==> config.mk <==
export PLATFORM = sky130hd
export DESIGN_NAME = rice_encoder
export DESIGN_NICKNAME = d
export VERILOG_FILES = /design/src/rtl/rice_pkg.sv /design/src/rtl/rice_bit_packer.sv /design/src/rtl/rice_encoder.sv
export SDC_FILE = /design/constraint.sdc
export NUM_CORES = 1
export LEC_CHECK = 0
export ABC_AREA = 0
export BUFFER_PORTS_ARGS = -buffer_cell sky130_fd_sc_hd__buf_2
export CAP_MARGIN = 20
export CORE_MARGIN = 2
export CORE_UTILIZATION = 45
export CTS_BUF_LIST = sky130_fd_sc_hd__clkbuf_4 sky130_fd_sc_hd__clkbuf_8
export DETAILED_ROUTE_END_ITERATION = 6
export SLEW_MARGIN = 20
export SYNTH_ARGS = -nofsm -noshare
export SYNTH_HDL_FRONTEND = slang
export SYNTH_HIERARCHICAL = 1
export SYNTH_SLANG_ARGS = --single-unit
==> constraint.sdc <==
create_clock -name clk -period 4.2 [get_ports clk]
set_clock_uncertainty 0.15 [all_clocks]
set_input_delay 0.42 -clock clk [delete_from_list [all_inputs] [get_ports clk]]
set_output_delay 0.42 -clock clk [all_outputs]
set_load 0.03 [all_outputs]
==> src/rtl/rice_pkg.sv <==
// Shared constants and state encoding for the Rice/Golomb telemetry encoder.
// Imported by the encoder FSM and its bit packer.
package rice_pkg;

   localparam int unsigned SAMPLE_W = 16;
   localparam int unsigned WORD_W   = 32;
   localparam int unsigned KW       = 5;
   localparam int unsigned ESC_Q    = 24;
   localparam int unsigned K_MAX    = 16;
   localparam int unsigned NBITS_W  = 6;
   localparam int unsigned CNT_W    = 5;
   localparam int unsigned LEN_W    = 5;

   typedef enum logic [1:0] {StIdle, StUnary, StRem, StFlush} rice_state_e;

endpackage

==> src/rtl/rice_bit_packer.sv <==
// Packs single code bits MSB-first into words; a full word moves to a holding register
// so shifting can continue while the consumer is slow.
module rice_bit_packer
   import rice_pkg::*;
(
   input  logic                clk_i,
   input  logic                rst_i,
   input  logic                bit_i,
   input  logic                bit_vld_i,
   input  logic                flush_req_i,
   output logic                flush_ack_o,
   output logic                stall_o,
   output logic [WORD_W-1:0]   word_o,
   output logic [NBITS_W-1:0]  nbits_o,
   output logic                last_o,
   output logic                valid_o,
   input  logic                ready_i
);

   localparam logic [NBITS_W-1:0] Full = NBITS_W'(WORD_W);

   logic [WORD_W-1:0]  sr_q, sr_d, shifted;
   logic [NBITS_W-1:0] fill_q, fill_d;
   logic [WORD_W-1:0]  hold_data_q, hold_data_d;
   logic [NBITS_W-1:0] hold_nbits_q, hold_nbits_d;
   logic               hold_last_q, hold_last_d;
   logic               hold_valid_q, hold_valid_d;
   logic               hold_free;

   assign hold_free   = !hold_valid_q || ready_i;
   // fill == Full only when a word completed while the holding register was occupied
   assign stall_o     = (fill_q == Full);
   assign flush_ack_o = flush_req_i && !stall_o && ((fill_q == '0) || hold_free);
   assign shifted     = {sr_q[WORD_W-2:0], bit_i};

   always_comb begin
      sr_d         = sr_q;
      fill_d       = fill_q;
      hold_data_d  = hold_data_q;
      hold_nbits_d = hold_nbits_q;
      hold_last_d  = hold_last_q;
      hold_valid_d = hold_valid_q;
      if (hold_valid_q && ready_i) begin
         hold_valid_d = 1'b0;
      end
      if (stall_o) begin
         if (hold_free) begin
            hold_data_d  = sr_q;
            hold_nbits_d = Full;
            hold_last_d  = 1'b0;
            hold_valid_d = 1'b1;
            fill_d       = '0;
         end
      end else if (bit_vld_i) begin
         sr_d = shifted;
         if (fill_q == Full - NBITS_W'(1)) begin
            if (hold_free) begin
               hold_data_d  = shifted;
               hold_nbits_d = Full;
               hold_last_d  = 1'b0;
               hold_valid_d = 1'b1;
               fill_d       = '0;
            end else begin
               fill_d = Full;
            end
         end else begin
            fill_d = fill_q + NBITS_W'(1);
         end
      end else if (flush_ack_o && (fill_q != '0)) begin
         // Stale bits above the fill count are shifted out, leaving zero padding below
         hold_data_d  = sr_q << (Full - fill_q);
         hold_nbits_d = fill_q;
         hold_last_d  = 1'b1;
         hold_valid_d = 1'b1;
         fill_d       = '0;
      end
   end

   always_ff @(posedge clk_i or posedge rst_i) begin
      if (rst_i) begin
         sr_q         <= '0;
         fill_q       <= '0;
         hold_data_q  <= '0;
         hold_nbits_q <= '0;
         hold_last_q  <= 1'b0;
         hold_valid_q <= 1'b0;
      end else begin
         sr_q         <= sr_d;
         fill_q       <= fill_d;
         hold_data_q  <= hold_data_d;
         hold_nbits_q <= hold_nbits_d;
         hold_last_q  <= hold_last_d;
         hold_valid_q <= hold_valid_d;
      end
   end

   assign word_o  = hold_data_q;
   assign nbits_o = hold_nbits_q;
   assign last_o  = hold_last_q;
   assign valid_o = hold_valid_q;

endmodule

==> src/rtl/rice_encoder.sv <==
// Rice/Golomb encoder: unary quotient, '1' separator, k remainder bits, with an escape
// to the raw sample for long quotients. One code bit per non-stalled cycle.
module rice_encoder
   import rice_pkg::*;
(
   input  logic                clk,
   input  logic                reset,
   input  logic                s_valid,
   output logic                s_ready,
   input  logic [SAMPLE_W-1:0] s_data,
   input  logic [KW-1:0]       k,
   input  logic                flush,
   output logic                m_valid,
   input  logic                m_ready,
   output logic [WORD_W-1:0]   m_data,
   output logic [NBITS_W-1:0]  m_nbits,
   output logic                m_last,
   output logic                busy
);

   rice_state_e         state_q;
   logic [CNT_W-1:0]    cnt_q;
   logic [LEN_W-1:0]    len_q;
   logic [SAMPLE_W-1:0] val_q;
   logic                flush_pend_q;
   logic                s_ready_q;

   logic                xfer, esc, stall, flush_ack, bit_out, bit_vld;
   logic [KW-1:0]       k_clamp;
   logic [SAMPLE_W-1:0] quo, rem_mask, code_val;
   logic [LEN_W-1:0]    code_len;

   assign xfer = s_valid && s_ready_q;

   always_comb begin
      k_clamp  = (k > KW'(K_MAX)) ? KW'(K_MAX) : k;
      quo      = s_data >> k_clamp;
      rem_mask = SAMPLE_W'((32'd1 << k_clamp) - 32'd1);
      esc      = (quo >= SAMPLE_W'(ESC_Q));
      code_len = esc ? LEN_W'(SAMPLE_W) : LEN_W'(k_clamp);
      // Payload is left-aligned so REM always emits the MSB and shifts left
      code_val = (esc ? s_data : (s_data & rem_mask)) << (LEN_W'(SAMPLE_W) - code_len);
   end

   always_comb begin
      bit_vld = (state_q == StUnary) || (state_q == StRem);
      bit_out = (state_q == StUnary) ? (cnt_q == '0) : val_q[SAMPLE_W-1];
   end

   always_ff @(posedge clk or posedge reset) begin
      if (reset) begin
         state_q      <= StIdle;
         cnt_q        <= '0;
         len_q        <= '0;
         val_q        <= '0;
         flush_pend_q <= 1'b0;
         s_ready_q    <= 1'b0;
      end else begin
         s_ready_q <= 1'b0;
         if (flush) begin
            flush_pend_q <= 1'b1;
         end
         unique case (state_q)
            StIdle: begin
               if (xfer) begin
                  state_q <= StUnary;
                  cnt_q   <= esc ? CNT_W'(ESC_Q) : CNT_W'(quo);
                  len_q   <= code_len;
                  val_q   <= code_val;
               end else if (flush_pend_q) begin
                  state_q <= StFlush;
               end else begin
                  s_ready_q <= !flush;
               end
            end
            StUnary: begin
               if (!stall) begin
                  if (cnt_q != '0) begin
                     cnt_q <= cnt_q - CNT_W'(1);
                  end else if (len_q != '0) begin
                     state_q <= StRem;
                  end else begin
                     state_q   <= StIdle;
                     s_ready_q <= !(flush_pend_q || flush);
                  end
               end
            end
            StRem: begin
               if (!stall) begin
                  val_q <= val_q << 1;
                  len_q <= len_q - LEN_W'(1);
                  if (len_q == LEN_W'(1)) begin
                     state_q   <= StIdle;
                     s_ready_q <= !(flush_pend_q || flush);
                  end
               end
            end
            StFlush: begin
               if (flush_ack) begin
                  state_q      <= StIdle;
                  flush_pend_q <= flush;
                  s_ready_q    <= !flush;
               end
            end
         endcase
      end
   end

   rice_bit_packer u_packer (
      .clk_i       (clk),
      .rst_i       (reset),
      .bit_i       (bit_out),
      .bit_vld_i   (bit_vld),
      .flush_req_i (state_q == StFlush),
      .flush_ack_o (flush_ack),
      .stall_o     (stall),
      .word_o      (m_data),
      .nbits_o     (m_nbits),
      .last_o      (m_last),
      .valid_o     (m_valid),
      .ready_i     (m_ready)
   );

   assign s_ready = s_ready_q;
   assign busy    = (state_q != StIdle) || m_valid || flush_pend_q;

endmodule
==> impl_results.md, run 1 <==
* Crit. Startpoint: k[1]
* RR Endpoint: state_q[0]
* Cells after synthesis at 1,077
* Via count at 8,839
* Critical path fanouts, max at 17
* Synth Flop Type: dfrtp_1
* CP endpoint: val_q[15]
* Min Hold Slack at 0.09235 ns
* Die height at 146.5 um
* Syn_area_per_cell at 8.482 sq um
* Row Count at 52
* # nets final at 1,192
* Mapped cell area at 9135 sq um
* GRT Overall Usage at 0.2630
* H-tree depth at 3
* Pin count of the biggest net entering global routing at 59
* Bufs on Longest Clock Path at 2
* Status: finished, final reports clean
* Clock sinks at around 110
* First-pass DRT Iterations at 7
* YS warnings at 6
* Setup tns final at 0 ns
* First-pass GRT wire length at 45,660 um
* IO Port Bufs at 67
* Setup violators final at 0
* Clk_lat worst skew at 0.41 ns
* Reg2reg path depth at 8
* Worst Max-Slew Pin Slew at 0.9474 ns
* CTS Buf Count at 9
* Crit path kind: in2reg
* Min Tclk post-route at 3.869 ns
* Antenna-violating nets left at 0
* Vias in the first global route at 8,411
* Synth cell types at 100
* Initial core utilization at 0.4544
* Via density at roughly 6.2
* Max frequency at 258.5 MHz
* Slew headroom at 0.3684
* CP Launch Type: input pin
* Async set or reset register ratio after synthesis at 1.000
* Die area at 21,460 sq um
* GR Overflow Total at 0
* Filler Cell Count at 1,969
* Synth top area share at 0.2958
* Reg2Reg Setup Slack at 0.89 ns
* # diodes at 0
* IO Pins at 68
* Largest area contributor in the netlist: dfrtp_1
* Area contributors post-synth: dfrtp_1, nand2_1, mux4_2
* Final core utilization at 0.5108
* Commonest non-fill, non-tap cell in the layout: nand2_1
* Worst reg2reg path startpoint: u_packer/fill_q[1]
* Drt initial violations at between 900 and 1,000
* CP required at 4.34 ns
* PD cells at 729.9 nW/um^2
* DRC viols at 0
* Seq cells post-synth at 108
* Post-synth EDFFs at 0
* Area grow syn2layout at 12.41%
* Power Total at approximately 0.0075 W
* Gpl congestion at 0.9880
* CTS tree: done
* Nature of the critical path endpoint: register
* Final period utilization at 0.9211
* Pins Over Slew Limit at 0
* VDD IR max at 0.5049 mV
* Clock-pin slew on the worst setup and hold paths at 0.11 ns
* CTS root buffer: clkbuf_8
* Hold Crit Class: in2reg
* Max Cap Violations at 0
* Crit path DAT at 4.01 ns
* Die width at 146.5 um
* Leakage at 4.355 nW
* Commonest cells after routing, fill and taps aside: nand2_1, dfrtp_1, nor2_1
* Syn Nets at 1,115
* Detail Placement HPWL at 21,060 um
* Part of the Yosys area used for sequential elements at 0.2958
* Drt wl/cell at just under 20 um
* Final-report hold violation count at 0
* Post-CTS Resized at 0
* Layout cell share with drive strength beyond 1 at 0.2226
* CORE AREA at 20,100 sq um
* RSZ-0062 raised after global routing: no
* Routed WL at 27,980 um
* Antenna violations before repair at 0
==> synthesized netlist by cell type (10+ instances only) <==
| cell | instances |
|---|---|
| nand2_1 | 183 |
| dfrtp_1 | 108 |
| nor2_1 | 100 |
| a21oi_1 | 61 |
| mux2i_1 | 45 |
| o21ai_0 | 45 |
| clkbuf_1 | 42 |
| inv_1 | 34 |
| mux4_2 | 30 |
| o211ai_1 | 28 |
| a31oi_1 | 26 |
| buf_2 | 24 |
| nand3_1 | 22 |
| mux2_2 | 19 |
| nor3_1 | 19 |
| a222oi_1 | 17 |
| a22oi_1 | 15 |
| ha_1 | 12 |
| nor4_1 | 12 |
| a32oi_1 | 11 |
| nor2b_1 | 11 |
| and3_1 | 10 |
==> repair_timing <==
item,4_1_cts,5_1_grt
setup endpoints to repair,0,0
buffers inserted,0,0
endpoints found under the hold margin,60,0
hold buffers,1,0
==> routing by layer <==
layer	up-vias	global-route usage	routed length, um
li1	4204	-	-
met1	4172	0.3507	11660
met2	400	0.4358	13370
met3	63	0.03094	1904
met4	0	0.1092	1042
met5	-	0	0
==> power breakdown <==
part | internal, W | switching (W) | total (W) | leakage, nW
clock | 0.000231 | 0.000402 | 0.000633 | 0.0984
combinational | 0.00187 | 0.00309 | 0.00496 | 2.91
sequential | 0.00149 | 0.000413 | 0.00190 | 1.35
total | 0.00359 | 0.00391 | 0.00750 | 4.35
==> flip-flops by register name, indices dropped and copies added, names as in the netlist <==
name	count
u_packer/sr_q	32
u_packer/word_o	32
val_q	16
u_packer/fill_q	6
u_packer/nbits_o	6
cnt_q	5
len_q	5
state_q	2
flush_pend_q	1
s_ready	1
u_packer/last_o	1
u_packer/valid_o	1
==> critical path, stage by stage <==
cell      delay (ns)
buf_2           0.12
buf_4           0.23
nor2_1          0.08
a221oi_1        0.56
o311a_1         0.26
nand3_1         0.13
o21bai_2        0.26
and3_1          0.21
nand3_1         0.12
ha_1            0.25
buf_4           0.16
xnor2_1         0.18
buf_4           0.22
nand2_1         0.10
a32oi_1         0.27
o31ai_1         0.10
a221o_1         0.32
==> worst min path at each step <==
stage	end	depth (start not counted)	slack (ns)	from
2_1_floorplan	val_q[2]	2	0.30	val_q[2]
3_3_place_gp	u_packer/last_o	1	0.31	u_packer/last_o
3_5_place_dp	val_q[2]	2	0.33	val_q[2]
4_1_cts	s_ready	2	0.06	flush
5_1_grt	s_ready	2	0.07	flush
6_report	s_ready	2	0.09	flush
==> area by class of cell <==
cell class / instances / area (sq um) / share of cell area
Multi-Input combinational cell: 847 / 5891 / 0.5737
Timing Repair Buffer: 152 / 1013 / 0.09870
Clock inverter: 7 / 62.56 / 0.006092
Clock buffer: 9 / 123.9 / 0.01206
Inverter: 36 / 136.4 / 0.01328
Tap cell: 270 / 337.8 / 0.03290
Sequential cell: 108 / 2704 / 0.2633
==> cell families (layout without fill, tap and decap cells) <==
logic type,Yosys count,count (layout),synth area share
DFF,108,108,0.2958
and+or+nand+nor,415,415,0.2089
buffers and inverters,122,204,0.06341
AOI/OAI and AO/OA,317,317,0.2571
muxes,97,97,0.1526
adders and majority gates,12,12,0.01644
xor gates and xnor gates,6,6,0.005753
==> through the flow <==
step / area (sq um) / worst slack [ns] / cells
after floorplan: 9135 / -0.02518 / 1077
after global placement: 10070 / 0.07841 / 1412
after detailed placement: 10070 / 0.008050 / 1412
after CTS: 10270 / 0.4022 / 1429
after global routing: 10270 / 0.06956 / 1429
final: 10270 / 0.3313 / 1429
Note: power is estimated with default switching activity, not from simulation.
==> inputs of run 2 (changes only) <==
--- a/config.mk
+++ b/config.mk
@@ -7,7 +7,6 @@
 export LEC_CHECK = 0
 export ABC_AREA = 0
 export BUFFER_PORTS_ARGS = -buffer_cell sky130_fd_sc_hd__buf_2
-export CAP_MARGIN = 20
 export CORE_MARGIN = 2
 export CORE_UTILIZATION = 45
 export CTS_BUF_LIST = sky130_fd_sc_hd__clkbuf_4 sky130_fd_sc_hd__clkbuf_8
==> constraint.sdc (replaced) <==
create_clock -name clk -period 3.3 [get_ports clk]
set_clock_uncertainty 0.15 [all_clocks]
set_input_delay 0.33 -clock clk [delete_from_list [all_inputs] [get_ports clk]]
set_output_delay 0.33 -clock clk [all_outputs]
set_load 0.03 [all_outputs]
==> impl_results.md, run 2 (synthesis results as in run 1) <==
* NetSw at 0.005109 W (was 0.003908 W)
* Fin area at 11,490 sq um (was 10,270 sq um)
* Leakage at 4.958 nW (was 4.355 nW)
* Power Total at 0.009977 W (was 0.007495 W)
* # nets final at 1,298 (was 1,192)
* Nature of the critical path endpoint: register (unchanged)
* Internal power at 0.004868 W (was 0.003587 W)
* CP endpoint: val_q[14] (was val_q[15])
* Layout cell share with drive strength beyond 1 at 0.3236 (was 0.2226)
* Crit. Startpoint: k[4] (was k[1])
* CP Launch Type: input pin (unchanged)
* Area after DPL at 10,730 sq um (was 10,070 sq um)
* # diodes at 0 (unchanged)
* Sequential power share at 0.240 (was 0.253)
* First-pass DRT Iterations at 6 (was 7)
* Pins Over Slew Limit at 0 (unchanged)
* Die width at 146.5 um (unchanged)
* Fin worst setup slack at -0.1969 ns (was 0.3313 ns)
* Min Hold Slack at 0.1964 ns (was 0.09235 ns)
* Setup violators final at 16 (was 0)
* Slew headroom at 0.5047 (was 0.3684)
* PD cells at 868.1 nW/um^2 (was 729.9 nW/um^2)
* Status: finished, violations left (was finished, final reports clean)
* Drt initial violations at 712 (was 964)
* Min Tclk post-route at roughly 3.5 ns
* Clk_lat worst skew at 0.39 ns (was 0.41 ns)
* Final-report hold violation count at 0 (unchanged)
* Hold Crit Class: in2reg (unchanged)
* Routed WL at 30,690 um (was 27,980 um)
* DRC viols at 0 (unchanged)
* Worst reg2reg path startpoint: u_packer/fill_q[0] (was u_packer/fill_q[1])
* CORE AREA at 20,100 sq um (unchanged)
* IO Pins at 68 (unchanged)
* Sw Ratio at 0.5121 (was 0.5214)
* Final period utilization at 1.060
* CTS Buf Count at 9 (unchanged)
* Reg2reg path depth at 12 (was 8)
* Area grow syn2layout at 25.80% (was 12.41%)
* Gpl congestion at 0.9239 (was 0.9880)
* GR Overflow Total at 0 (unchanged)
* Critical path fanouts, max at 6 (was 17)
* Worst Max-Slew Pin Slew at 0.7373 ns (was 0.9474 ns)
* Combinational Power Share at 0.680 (was 0.662)
* Crit path DAT at 3.64 ns (was 4.01 ns)
* Failing checks: setup timing
* Via density at 6.102 (was 6.185)
* Reg2Reg Setup Slack at 0.25 ns (was 0.89 ns)
* RSZ-0062 raised after global routing: yes (was no)
* Initial core utilization at 0.4544 (unchanged)
* Clock sinks at 108 (unchanged)
* Clock-pin slew on the worst setup and hold paths at 0.12 ns (was 0.11 ns)
* Row Count at 52 (unchanged)
* Commonest cells after routing, fill and taps aside: nand2_1, buf_4, dfrtp_1 (was nand2_1, dfrtp_1, nor2_1)
* CP required at 3.44 ns (was 4.34 ns)
* CTS root buffer: clkbuf_8 (unchanged)
* First-pass GRT wire length at 48,670 um (was 45,660 um)
* Die area at 21,460 sq um (unchanged)
* Commonest non-fill, non-tap cell in the layout: nand2_1 (unchanged)
* Drt wl/cell at 20.01 um (was 19.58 um)
* Crit path kind: in2reg (unchanged)
* GRT Overall Usage at 0.2842 (was 0.2630)
* H-tree depth at 3 (unchanged)
* Vias in the first global route at 8,885 (was 8,411)
* Antenna-violating nets left at 0 (unchanged)
* Detail Placement HPWL at 22,870 um (was 21,060 um)
* Setup tns final at -1.489 ns (was 0 ns)
* Max frequency at around 290 MHz
* RR Endpoint: val_q[15] (was state_q[0])
* Via count at 9,361 (was 8,839)
* Die height at 146.5 um (unchanged)
* Antenna violations before repair at 0 (unchanged)
* CTS tree: done (unchanged)
* Bufs on Longest Clock Path at 2 (unchanged)
* Max Cap Violations at 0 (unchanged)
* VDD IR max at 0.4004 mV (was 0.5049 mV)
* Pin count of the biggest net entering global routing at 59 (unchanged)
* IO Port Bufs at 67 (unchanged)
* Clock power frac at 0.080 (was 0.084)
==> run 2: worst min-delay path by stage <==
stage / cells after the start / to / start
3_3_place_gp: 3 / val_q[1] / reset
5_1_grt: 4 / s_ready / s_valid
3_5_place_dp: 3 / val_q[0] / reset
4_1_cts: 4 / s_ready / s_valid
2_1_floorplan: 1 / s_ready / flush
6_report: 4 / s_ready / s_valid
==> run 2: worst max-delay path: stages <==
cell and delay [ns]:
buf_8 0.10, nand2b_4 0.14, buf_6 0.12, or4_4 0.48, nand2_1 0.11, o22ai_2 0.11, a2111oi_4 0.49, and3_4 0.30
nand3_4 0.10, ha_4 0.23, xor2_4 0.19, a311o_1 0.33, a22oi_2 0.19, nor2_1 0.07, o32a_1 0.34
==> run 2: stage by stage <==
step	utilization	std cells	setup WS (ns)
after floorplan	-	1077	-0.6382
after global placement	0.5339	1488	-0.7054
after detailed placement	0.5339	1488	-0.7263
after CTS	0.5631	1522	-0.08295
after global routing	0.5716	1534	-0.2466
final	0.5716	1534	-0.1969
==> run 2: power by group through the flow <==
stage	Combinational (W)	Sequential, W	Clock [W]
finish	0.00679	0.00240	0.000793
global route	0.00734	0.00248	0.000875
CTS	0.00667	0.00239	0.000821
detailed placement	0.00660	0.00242	0
global placement	0.00656	0.00240	0
floorplan	0.00431	0.00275	0
==> run 2: final cells by class <==
| class | instances | area [sq um] |
|---|---|---|
| fillers | 1812 | 8612 |
| multi-input cells | 848 | 6227 |
| flip-flops and latches | 108 | 2704 |
| repair buffers | 257 | 1904 |
| well taps | 270 | 337.8 |
| clock buffers | 10 | 137.6 |
| inverters | 36 | 136.4 |
| clock inverters | 5 | 45.04 |
==> run 2: timing repair <==
action | CTS | global route
resized for setup | 56 | 22
cloned | 1 | 0
buffers inserted | 17 | 12
hold buffers | 2 | 0
endpoints found under the setup margin | 16 | 17
pin swaps | 25 | 25
hold endpoints to repair | 67 | 0
==> run 2: routing by layer <==
layer	GRT usage	vias up	part of all wire
met3	0.03219	82	0.059
met4	0.1209	0	0.043
met2	0.4948	343	0.49
met1	0.3587	4513	0.40
li1	-	4423	-
met5	0	-	0
